`src/rtl/product_accumulator_pkg.sv`:
```
// Shared definitions for the product accumulator: default widths, state
// encoding and the full-adder cell used by the accumulation adder.
package product_accumulator_pkg;

   localparam int DEF_PW = 8;
   localparam int DEF_LW = 4;
   localparam int DEF_SW = 12;

   typedef enum logic [1:0] {
      ST_IDLE = 2'd0,
      ST_ACC  = 2'd1,
      ST_DONE = 2'd2
   } state_t;

   // Returns {carry_out, sum} of a one-bit full adder.
   function automatic logic [1:0] full_add(input logic a, input logic b, input logic ci);
      return {(a & b) | (ci & (a ^ b)), a ^ b ^ ci};
   endfunction

endpackage

```
`src/rtl/acc_adder_12bit.sv`:
```
// Unsigned ripple-carry adder for the accumulator path; the final carry is
// dropped because the run length bounds the sum below 2^W.
module acc_adder_12bit
   import product_accumulator_pkg::*;
#(
   parameter int W = DEF_SW
) (
   input  logic [W-1:0] acc,
   input  logic [W-1:0] addend,
   output logic [W-1:0] next_acc
);

   logic [W-1:0] carry_s;

   assign carry_s[0] = 1'b0;

   for (genvar i = 0; i < W; i++) begin : g_bit
      if (i < W - 1) begin : g_fa
         logic [1:0] fa_s;
         assign fa_s          = full_add(acc[i], addend[i], carry_s[i]);
         assign next_acc[i]   = fa_s[0];
         assign carry_s[i+1]  = fa_s[1];
      end else begin : g_msb
         assign next_acc[i] = acc[i] ^ addend[i] ^ carry_s[i];
      end
   end

endmodule

```
`src/rtl/product_accumulator.sv`:
```
// Sequential dot-product stage: sums a run of 1..2^LW products taken over a
// valid/ready handshake and presents the held result on its own handshake.
module product_accumulator
   import product_accumulator_pkg::*;
#(
   parameter int PW = DEF_PW,
   parameter int LW = DEF_LW,
   parameter int SW = DEF_SW
) (
   input  logic          clk,
   input  logic          rst,
   input  logic          start,
   input  logic [LW-1:0] len,
   input  logic [PW-1:0] p,
   input  logic          p_valid,
   output logic          p_ready,
   output logic [SW-1:0] sum,
   output logic          sum_valid,
   input  logic          sum_ready,
   output logic          busy
);

   state_t        state_r;
   logic [LW:0]   terms_r;
   logic [LW:0]   cnt_r;
   logic [LW:0]   cnt_inc_s;
   logic          last_beat_s;
   logic [SW-1:0] acc_r;
   logic [SW-1:0] next_acc_s;
   logic          p_ready_r;
   logic          sum_valid_r;
   logic          busy_r;

   acc_adder_12bit #(.W(SW)) u_adder (
      .acc      (acc_r),
      .addend   ({{(SW-PW){1'b0}}, p}),
      .next_acc (next_acc_s)
   );

   // Beat counter increment and detection of the run's final beat.
   always_comb begin
      cnt_inc_s   = cnt_r + {{LW{1'b0}}, 1'b1};
      last_beat_s = (cnt_inc_s == terms_r);
   end

   // Control FSM with accumulator, counters and registered handshake outputs.
   always_ff @(posedge clk) begin
      if (rst) begin
         state_r     <= ST_IDLE;
         terms_r     <= {(LW+1){1'b0}};
         cnt_r       <= {(LW+1){1'b0}};
         acc_r       <= {SW{1'b0}};
         p_ready_r   <= 1'b0;
         sum_valid_r <= 1'b0;
         busy_r      <= 1'b0;
      end else begin
         case (state_r)
            ST_IDLE: begin
               if (start) begin
                  // A zero length encodes the full 2^LW-term run.
                  terms_r     <= (len == {LW{1'b0}}) ? {1'b1, {LW{1'b0}}} : {1'b0, len};
                  cnt_r       <= {(LW+1){1'b0}};
                  acc_r       <= {SW{1'b0}};
                  state_r     <= ST_ACC;
                  p_ready_r   <= 1'b1;
                  busy_r      <= 1'b1;
                  sum_valid_r <= 1'b0;
               end
            end
            ST_ACC: begin
               if (p_valid) begin
                  acc_r <= next_acc_s;
                  cnt_r <= cnt_inc_s;
                  if (last_beat_s) begin
                     state_r     <= ST_DONE;
                     p_ready_r   <= 1'b0;
                     sum_valid_r <= 1'b1;
                  end
               end
            end
            ST_DONE: begin
               if (sum_ready) begin
                  state_r     <= ST_IDLE;
                  sum_valid_r <= 1'b0;
                  busy_r      <= 1'b0;
               end
            end
            default: begin
               state_r     <= ST_IDLE;
               p_ready_r   <= 1'b0;
               sum_valid_r <= 1'b0;
               busy_r      <= 1'b0;
            end
         endcase
      end
   end

   assign p_ready   = p_ready_r;
   assign sum_valid = sum_valid_r;
   assign busy      = busy_r;
   assign sum       = acc_r;

endmodule
```
`config.mk`:
```
export PLATFORM = sky130hd
export DESIGN_NAME = product_accumulator
export DESIGN_NICKNAME = d
export VERILOG_FILES = /design/src/rtl/product_accumulator_pkg.sv /design/src/rtl/acc_adder_12bit.sv /design/src/rtl/product_accumulator.sv
export SDC_FILE = /design/constraint.sdc
export NUM_CORES = 1
export LEC_CHECK = 0
export ABC_AREA = 1
export CELL_PAD_IN_SITES_DETAIL_PLACEMENT = 0
export CELL_PAD_IN_SITES_GLOBAL_PLACEMENT = 2
export CORE_UTILIZATION = 30
export DETAILED_ROUTE_END_ITERATION = 8
export GPL_ROUTABILITY_DRIVEN = 1
export PLACE_DENSITY_LB_ADDON = 0.1
export SETUP_SLACK_MARGIN = 0.4
export SYNTH_ARGS = -nofsm -noshare
export SYNTH_HDL_FRONTEND = slang
export SYNTH_HIERARCHICAL = 1
export SYNTH_SLANG_ARGS = --single-unit
```
`constraint.sdc`:
```
create_clock -name clk -period 15.83 [get_ports clk]
set_input_delay 4.749 -clock clk [delete_from_list [all_inputs] [get_ports clk]]
set_output_delay 4.749 -clock clk [all_outputs]
set_load 0.05 [all_outputs]
```
# Word-level counts from Yosys, hierarchy flattened
# Index checks and enable logic that the tools add are counted.
dict set report op_classes {
  muxes 22
  reduce_logical 8
  n_mul 0
  magnitude_cmp 0
  n_bitwise 46
  add_sub_neg 1
  n_div 0
  n_eq_ne 7
  shift 0
}
# cell n
set ops {}
lappend ops {{12-bit two-way mux} 2}
lappend ops {{12-bit one-hot mux with 2 select lines} 1}
lappend ops {{1-bit XOR} 19}
lappend ops {{1-bit bitwise AND} 18}
lappend ops {{5-bit two-way mux} 3}
lappend ops {{5-bit one-hot mux with 2 select lines} 1}
lappend ops {{1-bit one-hot mux with 3 select lines} 3}
lappend ops {{2-bit two-way mux} 4}
lappend ops {{2-bit inequality test (second input constant)} 4}
lappend ops {{4-bit AND reduction} 2}
lappend ops {{1-bit two-way mux} 7}
lappend ops {{1-bit bitwise OR} 7}
lappend ops {{2-bit one-hot mux with 3 select lines} 1}
lappend ops {{3-bit AND reduction} 2}
lappend ops {{5-bit by 1-bit adder with 5-bit output (second input constant)} 1}
lappend ops {{5-bit == test} 1}
lappend ops {{4-bit zero test} 1}
lappend ops {{2-bit by 1-bit == test with 1-bit output (second input constant)} 1}
lappend ops {{2-bit == test (second input constant)} 1}
lappend ops {{2-bit zero test} 1}
lappend ops {{1-bit inverter} 2}
lappend ops {{2-bit AND reduction} 1}
lappend ops {{2-bit nonzero test} 1}
dict set report word_totals {
  inputBits 17
  n_memories 0
  out_inout_bits 15
  reg_bits 27
  ramBits 0
  latch_bits 0
  rom_bits 0
}

# Depth between registers and ports, before layout
dict set report logic_depth {
  ltp_word 21
  ltp_mapped 16
  depth_no_buf 16
}

# Modules after synthesis
# The synthesis kept the hierarchy.
# mod seq_area_each_um2 cells_each area_each_um2 instances
set modules_own_cells {}
lappend modules_own_cells {product_accumulator 520.5 165 1184.9 1}
lappend modules_own_cells {acc_adder_12bit 0.0 21 252.7 1}

# Least setup slack after synthesis
# OpenSTA, ideal clock, no wires.
dict set report synth_path {
  kind {in2reg}
  startpoint {input p[0]}
  endpoint {register acc_r[11] (netlist: sum[11])}
  path_buffers 0
  arrival_ns 9.047
  cell_stages 16
  setup_slack_ns 6.713
  path_cell_list {ha_1 -> fa_1 -> fa_1 -> fa_1 -> fa_1 -> fa_1 -> fa_1 -> fa_1 -> fa_1 -> fa_1 -> fa_1 -> inv_1 -> nand3_1 -> nand2_1 -> nand3_1 -> a21oi_1}
}
dict set report synth_between {
  elab_chain_cells 21
}
# element line
set synth_rtl {}
lappend synth_rtl {{from (decl)} product_accumulator.sv:14} ;# input logic [PW-1:0] p,
lappend synth_rtl {{1-bit bitwise AND (2 in a row)} product_accumulator_pkg.sv:17} ;# return {(a & b) | (ci & (a ^ b)), a ^ b ^ ci};
lappend synth_rtl {{1-bit bitwise OR} product_accumulator_pkg.sv:17}
lappend synth_rtl {{1-bit bitwise AND} product_accumulator_pkg.sv:17}
lappend synth_rtl {{1-bit bitwise OR} product_accumulator_pkg.sv:17}
lappend synth_rtl {{1-bit bitwise AND} product_accumulator_pkg.sv:17}
lappend synth_rtl {{1-bit bitwise OR} product_accumulator_pkg.sv:17}
lappend synth_rtl {{1-bit bitwise AND} product_accumulator_pkg.sv:17}
lappend synth_rtl {{1-bit bitwise OR} product_accumulator_pkg.sv:17}
lappend synth_rtl {{[3 not listed]} --}
lappend synth_rtl {{1-bit bitwise OR} product_accumulator_pkg.sv:17}
lappend synth_rtl {{1-bit bitwise AND} product_accumulator_pkg.sv:17}
lappend synth_rtl {{1-bit bitwise OR} product_accumulator_pkg.sv:17}
lappend synth_rtl {{1-bit bitwise AND (3 in a row)} product_accumulator_pkg.sv:17}
lappend synth_rtl {{1-bit XOR} acc_adder_12bit.sv:24} ;# assign next_acc[i] = acc[i] ^ addend[i] ^ carry_s[i];
lappend synth_rtl {{net next_acc_s[11]} product_accumulator.sv:29} ;# logic [SW-1:0] next_acc_s;
lappend synth_rtl {{12-bit two-way mux} product_accumulator.sv:71} ;# if (p_valid) begin
lappend synth_rtl {{12-bit one-hot mux with 2 select lines} product_accumulator.sv:57} ;# case (state_r)
lappend synth_rtl {{to (signal assigned)} product_accumulator.sv:52} ;# acc_r <= {SW{1'b0}};
lappend synth_rtl {{to (signal assigned)} product_accumulator.sv:63} ;# acc_r <= {SW{1'b0}};
lappend synth_rtl {{to (signal assigned)} product_accumulator.sv:72} ;# acc_r <= next_acc_s;
lappend synth_rtl {{to (decl)} product_accumulator.sv:28} ;# logic [SW-1:0] acc_r;
# The timed path passes the listed nets, and every way through them passes these cells. The select of a mux whose other input is x is not followed.
# A chain may end at the register's enable or synchronous reset.

# Final worst setup path
# Ends and elaborated chain as after synthesis.

==> reports/qor.tcl <==
set qor(status) {finished with violations}
set qor(violations) {design-rule violations}
set qor(tritoncts_num_sinks) 26
set qor(layout_common_cells) {50 x sky130_fd_sc_hd__nand2_1, 31 x sky130_fd_sc_hd__clkdlybuf4s50_1, 26 x sky130_fd_sc_hd__dfxtp_1}
set qor(fin_skew_ns) 0.00180
set qor(post_synthesis_cells) 186
set qor(diodes) 0
set qor(seqCellArea_um2) 520
set qor(floorplan.initialDensity) 0.321
set qor(rsz0062_at_grt) {false}
set qor(die_h_um) 71.2
set qor(synth_top_area_cell) {sky130_fd_sc_hd__dfxtp_1}
set qor(synth_cell_type_count) 24
set qor(layout.cells.most_common) {sky130_fd_sc_hd__nand2_1}
set qor(final_area_um2) 1830
set qor(critical_path_required_ns) 16.02
set qor(globalRouteOverflowTotal) 0
set qor(synth.ff_latch_count) 26
set qor(setup_total_negative_slack_ns) 0
set qor(power-per-cell-area_nw_per_um2) 83.1
set qor(multi_input_area_um2) 817
set qor(timing.hold.ws_ns) 0.464
set qor(initialDrtViolationCount) 61
set qor(largest_net_degree_at_the_start_of_global_routing) 27
set qor(clock_tree_from_tritoncts) {built}
set qor(netlist.area_leader.share) 0.362
set qor(yosysWarnings) 6
set qor(worstSetupPathType) {input pin to flip-flop}
set qor(yosysSeqAreaShare) 0.362
set qor(route.layer.met1.wl_mm) 1.51
set qor(filler_cell_count) 461
set qor(synth-main-ff-cell) {sky130_fd_sc_hd__dfxtp_1}
set qor(max_cap_viol_count) 0
set qor(worst_ep_arrival_time_ns) 9.66
set qor(irDropWorstVdd_uv) 47.7
set qor(die_area_um2) 5070
set qor(power.total_uw) 152
set qor(finalNetCount) 249
set qor(proportion_of_layout_cells_with_a_drive_suffix_above_1) 0.0505
set qor(final.period_utilization) 0.598
set qor(period_needed_ns) 9.47
set qor(cts_made_buffers) 3
set qor(grt_resource_usage_total) 0.140
set qor(grt_antenna_before_repair) 0
set qor(clock_path_buffers) 2
set qor(mappedNetlistArea_um2) 1440
set qor(postPlaceCellArea_um2) 1790
set qor(timing.max_slew.rel_slack) 0.327
set qor(vias_in_the_first_global_route) 1266
set qor(endpoint_kind_of_the_worst_setup_timing_path) {flip-flop}
set qor(start_kind) {input pin}
set qor(max_freq_ghz) 0.106
set qor(design.portCount) 32
set qor(synth_edf_count) 0
set qor(met3_wirelength_um) 75
set qor(highest_layer) {met4}
set qor(vias) 1246
set qor(detail_route.wl_per_cell_um) 11.5
set qor(clock-root-buffer) {sky130_fd_sc_hd__clkbuf_8}
set qor(ctsHoldBuffers) 0
set qor(setup_viol_count_final) 0
set qor(core_area_um2) 4470
set qor(clkTransAtPathRegs_ns) 0.09
set qor(worstMarginPinSlew_ns) 1.01
set qor(cts_resized) 0
set qor(gpl.final_weighted_congestion) 0.689
set qor(std_cell_rows) 24
set qor(hold_path_class) {flip-flop to flip-flop}
set qor(synth.area.top_cells) {sky130_fd_sc_hd__dfxtp_1 36%, sky130_fd_sc_hd__fa_1 14%, sky130_fd_sc_hd__nand2_1 13%}
set qor(final_antenna_net_count) 0
set qor(p_leak_nw) 0.713
set qor(post-cts-setup-buffers) 0
set qor(synthArstFlopShare) 0
set qor(slew_viol_final) 0
set qor(die_width_um) 71.2
set qor(clock_tree.htree_level_count) 1
set qor(grt_first_pass_wirelength_mm) 5.60
set qor(numPortBuffers) 31
set qor(synth.avg_cell_area_um2) 7.73
set qor(detailroute.wirelength.met2_mm) 1.50
set qor(via_per_inst) 4.61
set qor(drt_pass_1_iters) 6
set qor(crit_path_max_fanout) 2
set qor(detail_route.drc_violations) 1
set qor(routed_wirelength_mm) 3.11
set qor(finalHoldViolations) 0
set qor(syn2layout_area_growth_pct) 27.2
set qor(hpwl_mm) 2.33
set qor(insertion_delay_of_the_later_clocked_pin_in_the_worst_skew_pair_ns) 0.27
per-layer routing:
layer / vias up / track usage
met5: - / 0
met4: 0 / 0.0311
met3: 2 / 0.0338
met2: 15 / 0.242
met1: 568 / 0.178
li1: 661 / -
synthesized netlist by cell type (3+ instances only):
master                     instances
sky130_fd_sc_hd__nand2_1          50
sky130_fd_sc_hd__dfxtp_1          26
sky130_fd_sc_hd__a21oi_1          23
sky130_fd_sc_hd__nand3_1          22
sky130_fd_sc_hd__inv_1            15
sky130_fd_sc_hd__fa_1             10
sky130_fd_sc_hd__nor2_1           10
sky130_fd_sc_hd__a211oi_1          4
sky130_fd_sc_hd__clkbuf_1          3
sky130_fd_sc_hd__o21ai_0           3
state kept, by name, summed over array words and instances (netlist names):
register  cells
state_r       2
terms_r       5
cnt_r         5
busy          1
sum          12
p_ready       1
critical path: stages:
cell	delay, ns
sky130_fd_sc_hd__clkdlybuf4s50_1	0.40
sky130_fd_sc_hd__ha_1	0.20
sky130_fd_sc_hd__fa_1	0.38
sky130_fd_sc_hd__fa_1	0.39
sky130_fd_sc_hd__fa_1	0.39
sky130_fd_sc_hd__fa_1	0.39
sky130_fd_sc_hd__fa_1	0.39
sky130_fd_sc_hd__fa_1	0.39
sky130_fd_sc_hd__fa_1	0.39
sky130_fd_sc_hd__fa_1	0.41
sky130_fd_sc_hd__fa_1	0.41
sky130_fd_sc_hd__fa_1	0.40
sky130_fd_sc_hd__inv_1	0.06
sky130_fd_sc_hd__nand3_1	0.07
sky130_fd_sc_hd__nand2_1	0.07
sky130_fd_sc_hd__nand3_1	0.07
sky130_fd_sc_hd__a21oi_1	0.13
final timing paths:
kind              to  slack (ns)  depth (start not counted)    start
min reg2reg  p_ready        0.46                          2  p_ready
min          p_ready        0.46                          2  p_ready
max reg2reg  sum[11]       10.89                         16   sum[0]
max          sum[11]        6.36                         17     p[0]
area by class of cell:
| cell class | instances | area share |
|---|---|---|
| inverters | 19 | 0.0410 |
| flip-flops and latches | 26 | 0.285 |
| repair buffers | 31 | 0.170 |
| well taps | 52 | 0.0356 |
| multi-input cells | 139 | 0.447 |
| clock buffers | 3 | 0.0226 |
stage by stage:
stage / setup WS [ns] / utilization / std cells
floorplan: 6.71 / - / 191
global placement: 6.15 / 0.400 / 267
detailed placement: 6.04 / 0.400 / 267
CTS: 6.32 / 0.409 / 270
global route: 6.13 / 0.409 / 270
finish: 6.36 / 0.409 / 270
power by group:
part / leakage [nW] / switching (mW) / internal [mW]
Combinational: 0.479 / 0.0262 / 0.0154
Sequential: 0.212 / 0.00359 / 0.0694
Clock: 0.0216 / 0.0204 / 0.0171
Total: 0.713 / 0.0502 / 0.102
logic make-up (layout without fill, tap and decap cells):
group                      count (synthesis)  count (layout)  synth area share
AOI/OAI and AO/OA                         31              31             0.115
and+or+nand+nor                           90              90             0.281
DFF                                       26              26             0.362
other                                      1               6           0.00261
buffers and inverters                     26              53            0.0827
adders and majority gates                 12              12             0.157
Note: power is estimated with default switching activity, not from simulation.
